===== config.mk =====
export PLATFORM = sky130hd
export DESIGN_NAME = gray_codec_pipe_flat
export DESIGN_NICKNAME = d
export VERILOG_FILES = /design/src/rtl/gray_codec_pipe_if.sv /design/src/rtl/gray_codec_pipe.sv /design/src/flat_wrapper.sv
export SDC_FILE = /design/constraint.sdc
export NUM_CORES = 1
export LEC_CHECK = 0
export CORE_ASPECT_RATIO = 1.2
export CORE_MARGIN = 2
export CORE_UTILIZATION = 49
export DETAILED_ROUTE_END_ITERATION = 10
export GPL_ROUTABILITY_DRIVEN = 0
export PLACE_DENSITY = 0.75
export SETUP_SLACK_MARGIN = 0.15
export SLEW_MARGIN = 10
export SYNTH_ARGS = -nofsm -noshare
export SYNTH_HDL_FRONTEND = slang
export SYNTH_SLANG_ARGS = --single-unit
export TNS_END_PERCENT = 50

===== constraint.sdc =====
create_clock -name clk -period 5.79 [get_ports clk]
set_clock_uncertainty 0.1 [all_clocks]
set_input_delay 1.737 -clock clk [delete_from_list [all_inputs] [get_ports clk]]
set_output_delay 1.737 -clock clk [all_outputs]
set_load 0.005 [all_outputs]

===== src/rtl/gray_codec_pipe_if.sv =====
// gray_codec_pipe_if
//   Valid/ready bundle between a producer, the gray_codec_pipe block and a
//   consumer.
//   Input side : in_valid, in_ready, in_data[WIDTH], in_op[2]
//   Output side: out_valid, out_ready, out_data[WIDTH], out_op[2]
//                out_parity (only when GRAY_PARITY_EN is defined)
//   Modports: slave  = the codec block
//             master = the environment (producer + consumer)
interface gray_codec_pipe_if #(
    parameter int unsigned WIDTH = 8
);
    logic             in_valid;
    logic             in_ready;
    logic [WIDTH-1:0] in_data;
    logic [1:0]       in_op;
    logic             out_valid;
    logic             out_ready;
    logic [WIDTH-1:0] out_data;
    logic [1:0]       out_op;
`ifdef GRAY_PARITY_EN
    logic             out_parity;
`endif

    modport slave (
        input  in_valid, in_data, in_op, out_ready,
        output in_ready, out_valid, out_data, out_op
`ifdef GRAY_PARITY_EN
        , output out_parity
`endif
    );

    modport master (
        output in_valid, in_data, in_op, out_ready,
        input  in_ready, out_valid, out_data, out_op
`ifdef GRAY_PARITY_EN
        , input out_parity
`endif
    );
endinterface


===== src/rtl/gray_codec_pipe.sv =====
// gray_codec_pipe
//   Gray-code codec with a 2-entry FIFO result buffer.
//   Ops: 00 bin->gray, 01 gray->bin, 10 gray increment, 11 gray decrement.
//   Ports:
//     clk   - single clock, rising edge
//     rst_n - synchronous active-low reset
//     bus   - gray_codec_pipe_if.slave (in_* accept side, out_* result side)
//   Optional feature macro: GRAY_PARITY_EN adds out_parity (XOR of out_data),
//   stored per buffer entry.
module gray_codec_pipe #(
    parameter int unsigned WIDTH      = 8,
    parameter int unsigned DEPTH_LOG2 = 1
) (
    input  logic                clk,
    input  logic                rst_n,
    gray_codec_pipe_if.slave    bus
);

    if (WIDTH < 2 || WIDTH > 32) begin : g_bad_width
        $error("gray_codec_pipe: WIDTH must be in 2..32");
    end
    if (DEPTH_LOG2 != 1) begin : g_bad_depth
        $error("gray_codec_pipe: DEPTH_LOG2 must be 1");
    end

    typedef enum logic [1:0] {EMPTY, ONE, FULL} state_t;

    state_t           state_q, state_d;
    logic [WIDTH-1:0] data0_q, data0_d, data1_q, data1_d;
    logic [1:0]       op0_q, op0_d, op1_q, op1_d;
`ifdef GRAY_PARITY_EN
    logic             par0_q, par0_d, par1_q, par1_d;
`endif
    logic [WIDTH-1:0] result;
    logic             acc, pop;

    function automatic logic [WIDTH-1:0] to_gray(input logic [WIDTH-1:0] b);
        return b ^ (b >> 1);
    endfunction

    // Prefix XOR from the MSB down.
    function automatic logic [WIDTH-1:0] to_bin(input logic [WIDTH-1:0] g);
        logic [WIDTH-1:0] b;
        b[WIDTH-1] = g[WIDTH-1];
        for (int unsigned i = WIDTH - 1; i > 0; i--) begin
            b[i-1] = b[i] ^ g[i-1];
        end
        return b;
    endfunction

    always_comb begin
        result = '0;
        case (bus.in_op)
            2'b00:   result = to_gray(bus.in_data);
            2'b01:   result = to_bin(bus.in_data);
            2'b10:   result = to_gray(to_bin(bus.in_data) + 1'b1);
            default: result = to_gray(to_bin(bus.in_data) - 1'b1);
        endcase
    end

    assign bus.in_ready  = rst_n & (state_q != FULL);
    assign bus.out_valid = (state_q != EMPTY);
    assign bus.out_data  = data0_q;
    assign bus.out_op    = op0_q;
`ifdef GRAY_PARITY_EN
    assign bus.out_parity = par0_q;
`endif

    assign acc = bus.in_valid & bus.in_ready;
    assign pop = bus.out_valid & bus.out_ready;

    // Entry 0 is always the head; entry 1 is only meaningful in FULL.
    always_comb begin
        state_d = state_q;
        data0_d = data0_q;
        op0_d   = op0_q;
        data1_d = data1_q;
        op1_d   = op1_q;
`ifdef GRAY_PARITY_EN
        par0_d  = par0_q;
        par1_d  = par1_q;
`endif
        case (state_q)
            EMPTY: begin
                if (acc) begin
                    state_d = ONE;
                    data0_d = result;
                    op0_d   = bus.in_op;
`ifdef GRAY_PARITY_EN
                    par0_d  = ^result;
`endif
                end
            end
            ONE: begin
                if (acc && pop) begin
                    data0_d = result;
                    op0_d   = bus.in_op;
`ifdef GRAY_PARITY_EN
                    par0_d  = ^result;
`endif
                end else if (acc) begin
                    state_d = FULL;
                    data1_d = result;
                    op1_d   = bus.in_op;
`ifdef GRAY_PARITY_EN
                    par1_d  = ^result;
`endif
                end else if (pop) begin
                    // Head register keeps its value so out_data holds while empty.
                    state_d = EMPTY;
                end
            end
            FULL: begin
                if (pop) begin
                    state_d = ONE;
                    data0_d = data1_q;
                    op0_d   = op1_q;
`ifdef GRAY_PARITY_EN
                    par0_d  = par1_q;
`endif
                end
            end
            default: state_d = EMPTY;
        endcase
    end

    always_ff @(posedge clk) begin
        if (!rst_n) begin
            state_q <= EMPTY;
            data0_q <= '0;
            op0_q   <= '0;
            data1_q <= '0;
            op1_q   <= '0;
`ifdef GRAY_PARITY_EN
            par0_q  <= 1'b0;
            par1_q  <= 1'b0;
`endif
        end else begin
            state_q <= state_d;
            data0_q <= data0_d;
            op0_q   <= op0_d;
            data1_q <= data1_d;
            op1_q   <= op1_d;
`ifdef GRAY_PARITY_EN
            par0_q  <= par0_d;
            par1_q  <= par1_d;
`endif
        end
    end

endmodule


===== src/flat_wrapper.sv =====
// flat-port wrapper written by rule: the top's interface ports become plain ports
module gray_codec_pipe_flat 
#(
    parameter int unsigned WIDTH      = 8,
    parameter int unsigned DEPTH_LOG2 = 1
)
  (clk, rst_n, bus_in_valid, bus_in_data, bus_in_op, bus_out_ready, bus_in_ready, bus_out_valid, bus_out_data, bus_out_op);
  gray_codec_pipe_if #(.WIDTH(WIDTH)) bus_i ();
  input  logic clk;
  input  logic rst_n;
  input wire logic [$bits(bus_i.in_valid)-1:0] bus_in_valid;
  input wire logic [$bits(bus_i.in_data)-1:0] bus_in_data;
  input wire logic [$bits(bus_i.in_op)-1:0] bus_in_op;
  input wire logic [$bits(bus_i.out_ready)-1:0] bus_out_ready;
  output wire logic [$bits(bus_i.in_ready)-1:0] bus_in_ready;
  output wire logic [$bits(bus_i.out_valid)-1:0] bus_out_valid;
  output wire logic [$bits(bus_i.out_data)-1:0] bus_out_data;
  output wire logic [$bits(bus_i.out_op)-1:0] bus_out_op;
  assign bus_i.in_valid = bus_in_valid;
  assign bus_i.in_data = bus_in_data;
  assign bus_i.in_op = bus_in_op;
  assign bus_i.out_ready = bus_out_ready;
  assign bus_in_ready = bus_i.in_ready;
  assign bus_out_valid = bus_i.out_valid;
  assign bus_out_data = bus_i.out_data;
  assign bus_out_op = bus_i.out_op;
  gray_codec_pipe #(.WIDTH(WIDTH), .DEPTH_LOG2(DEPTH_LOG2)) u_core (.clk(clk), .rst_n(rst_n), .bus(bus_i));
endmodule

==> metrics.yaml <==
outcome:
  status: "finished clean"
logic_synthesis:
  synth_warnings: 0
  yosysUniqueCellTypes: 45
  synthCells: 225
  synth-async-reset-ratio_pct: 0
  synth_edf_count: 0
  syn_nets: 254
  ys_seq_area_share_pct: 24.7
  synth_ff_type: "dfxtp_1"
  syn-cell-area_mm2: 0.00178
  syn-mean-instance-area_um2: 7.93
  ys_seq_elements: 22
floorplanning:
  initial_core_util_pct: 49.9
  core_area_mm2: 0.00357
  io_pins: 26
  die_h_um: 70.1
  die-area_mm2: 0.00414
  num_rows: 24
  die_x_um: 59.1
clock_network:
  clk_pin_slew_worst_paths_ns: 0.08
  clockRootBuffer: "clkbuf_8"
  insertion_delay_ns: 0.26
  htreeDepth: 1
  cts.sinks: 22
  cts_tree: "built"
  clockBufferDepth: 2
  numCtsBuffers: 3
timing:
  finalMaxSlewViolations: 0
  grt_setup_unrepaired: "false"
  fin_crit_ns: 5.38
  timing.final.crit_share_pct: 92.9
  timing.hold.ws_ns: 0.367
  hold_viol: 0
  worstMarginPinSlew_ns: 0.716
  max_slew_margin_pct: 52.1
  clock.fmax_mhz: 186
  setup_violations: 0
worst_setup_path:
  worst_path_largest_cell_delay_ns: 0.48
  crit_path_top_delay_cell: "clkdlybuf4s50_1"
  path_class: "primary input to flip-flop"
  required_ns: 5.86
  critPathBufInv: 8
  r2r_start: "u_core.state_q[0]$_SDFFE_PN0P_"
  crit_arrival_ns: 5.44
  rrSetupSlack_ns: 3.92
  start_kind: "primary input"
  r2r_cells: 6
  path_depth: 20
  worstPathCellList: "clkdlybuf4s50_1 -> inv_1 -> ha_1 -> inv_1 -> ha_1 -> inv_1 -> ha_1 -> inv_1 -> ha_1 -> inv_1 -> ha_1 -> inv_1 -> ha_1 -> buf_4 -> nand2b_1 -> xor3_1 -> nand2_1 -> o221ai_2 -> a21oi_1 -> o21a_1"
  path_max_fanout: 4
  cp-end-kind: "flip-flop"
  crit_start: "bus_in_data[5]"
  worstReg2RegEnd: "u_core.bus.out_data[3]$_SDFFE_PN0P_"
  cp_top_family: "adder cells"
power:
  power_density_mw_per_mm2: 247
  worst_ir_drop_vdd_mv: 0.134
  power_leakage_nw: 0.958
worst_hold_path:
  min_from: "u_core.op1_q[0]$_SDFFE_PN0P_"
  holdPathStages: 2
  hold_path_class: "flip-flop to flip-flop"
  hold_path_end: "u_core.op1_q[0]$_SDFFE_PN0P_"
grt:
  gr-total-overflow: 0
  antenna_found_initial: 0
  grt_pass1_wl_mm: 6.44
  grt_max_degree: 21
  grt_usage_pct: 19.7
  grt_pass1_vias: 1502
placed_design:
  io_buffers: 25
  dpl.cell_count: 295
  hpwlAfterDp_mm: 3.02
detailed_routing:
  final_antenna_net_count: 0
  drt-initial-drc-count: 66
  via_count: 1652
  avgRoutedWirePerCell_um: 12.8
  drcViolationCount: 0
  firstDrtPassIters: 4
  via_per_inst: 5.53
  wirelength_mm: 3.82
finish:
  num_antenna_cells: 0
  nFillCells: 326
  fin_cells: 299
  area_growth_pct: 26.4
  layout-drive-gt1-share_pct: 12.7
  nets: 290
flow_run:
  cap_violations: 0
-- how the worst max path moves through the flow --
stage / slack [ns] / end
2_1_floorplan: 0.21 / u_core.data1_q[4]$_SDFFE_PN0P_
3_3_place_gp: 0.02 / u_core.bus.out_data[4]$_SDFFE_PN0P_
3_5_place_dp: -0.07 / u_core.data1_q[4]$_SDFFE_PN0P_
4_1_cts: 0.19 / u_core.data1_q[4]$_SDFFE_PN0P_
5_1_grt: 0.17 / u_core.bus.out_data[5]$_SDFFE_PN0P_
6_report: 0.41 / u_core.bus.out_data[3]$_SDFFE_PN0P_
-- power by group --
part / switching [W] / internal (W)
clock: 0.0000511 / 0.0000924
sequential: 0.00000444 / 0.000160
combinational: 0.000119 / 0.000131
-- flip-flops by register name, indices dropped and copies added, names as in the netlist --
signal	flops
u_core.op1_q	2
u_core.data1_q	8
u_core.bus.out_data	8
u_core.state_q	2
u_core.bus.out_op	2
-- Yosys cell counts (2+ instances only) --
master,n,area (um2)
nor3_1,3,15.0
a31oi_1,5,31.3
ha_1,15,188
buf_4,3,22.5
nand2_1,31,116
a211oi_1,3,22.5
nand3_1,3,15.0
nand2b_1,4,25.0
inv_1,16,60.1
a21oi_1,9,45.0
dfxtp_1,22,440
nand3b_1,2,15.0
xnor2_1,15,131
o311ai_0,2,17.5
o22a_1,2,17.5
o22ai_1,2,12.5
o21a_1,2,15.0
nor2_1,19,71.3
a311oi_1,2,17.5
and4_1,2,17.5
clkbuf_1,6,22.5
o211ai_1,3,22.5
mux2i_1,4,40.0
xor2_1,9,78.8
o21ai_0,17,85.1
nor2b_1,5,31.3
-- per-stage QoR --
stage	TNS [ns]	setup WS [ns]	cell area (um2)	util (%)	power [W]
2_1_floorplan	0	0.213	1780	-	0.000327
3_3_place_gp	0	0.0215	2150	60.3	0.000406
3_5_place_dp	-0.141	-0.0735	2150	60.3	0.000410
4_1_cts	0	0.194	2220	62.3	0.000552
5_1_grt	0	0.174	2260	63.1	0.000591
6_report	0	0.413	2260	63.1	0.000558
-- worst min-delay path, stage by stage, from the launching register on --
cell      delay, ns
dfxtp_1        0.32
nand2_1        0.05
a21boi_0       0.06
-- cell families after synthesis --
kind of cell               after synthesis  synth area share, %
AOI/OAI and AO/OA                       53                 19.5
xor gates and xnor gates                27                 15.3
adders and majority gates               15                 10.5
buffers and inverters                   27                 6.38
DFF                                     22                 24.7
muxes                                    5                 3.51
and+or+nand+nor                         76                 20.1
-- cells in the final DEF, fill, tap and decap left out, drive strengths merged, types with 2 or more instances in the layout --
cell type       n
a211oi          3
a21oi           9
a311oi          2
a31oi           6
and4            2
buf            16
clkbuf          3
clkdlybuf4s50  23
dfxtp          22
dlymetal6s2s    2
ha             15
inv            16
mux2i           4
nand2          31
nand2b          4
nand3           3
nand3b          2
nor2           20
nor2b           5
nor3            3
o211ai          3
o21a            2
o21ai          17
o22a            2
o22ai           2
o311ai          2
xnor2          15
xor2           10
-- routing by layer --
layer  up-vias  part of all wire [%]  GRT usage, %
li1        839                     -             -
met3         5                   2.9          1.67
met5         -                     0             0
met2        37                    53          34.6
met4         0                   1.1          6.82
met1       771                    43          24.7
-- area by class of cell --
class                      count  area (um2)  area share [%]
multi-input combinational    176        1260            55.7
sequential                    22         440            19.5
timing repair buffer          41         375            16.6
inverter                      17        63.8            2.83
tap                           39        48.8            2.16
clock buffer                   3        41.3            1.83
clock inverter                 1        30.0            1.33
-- repair_timing --
| action | in CTS | in global routing |
|---|---|---|
| buffers inserted | 0 | 0 |
| hold buffers | 0 | 0 |
| gates resized for setup | 0 | 9 |
| setup endpoints to repair | 0 | 12 |
No activity file was read; power rests on OpenSTA's default activity.
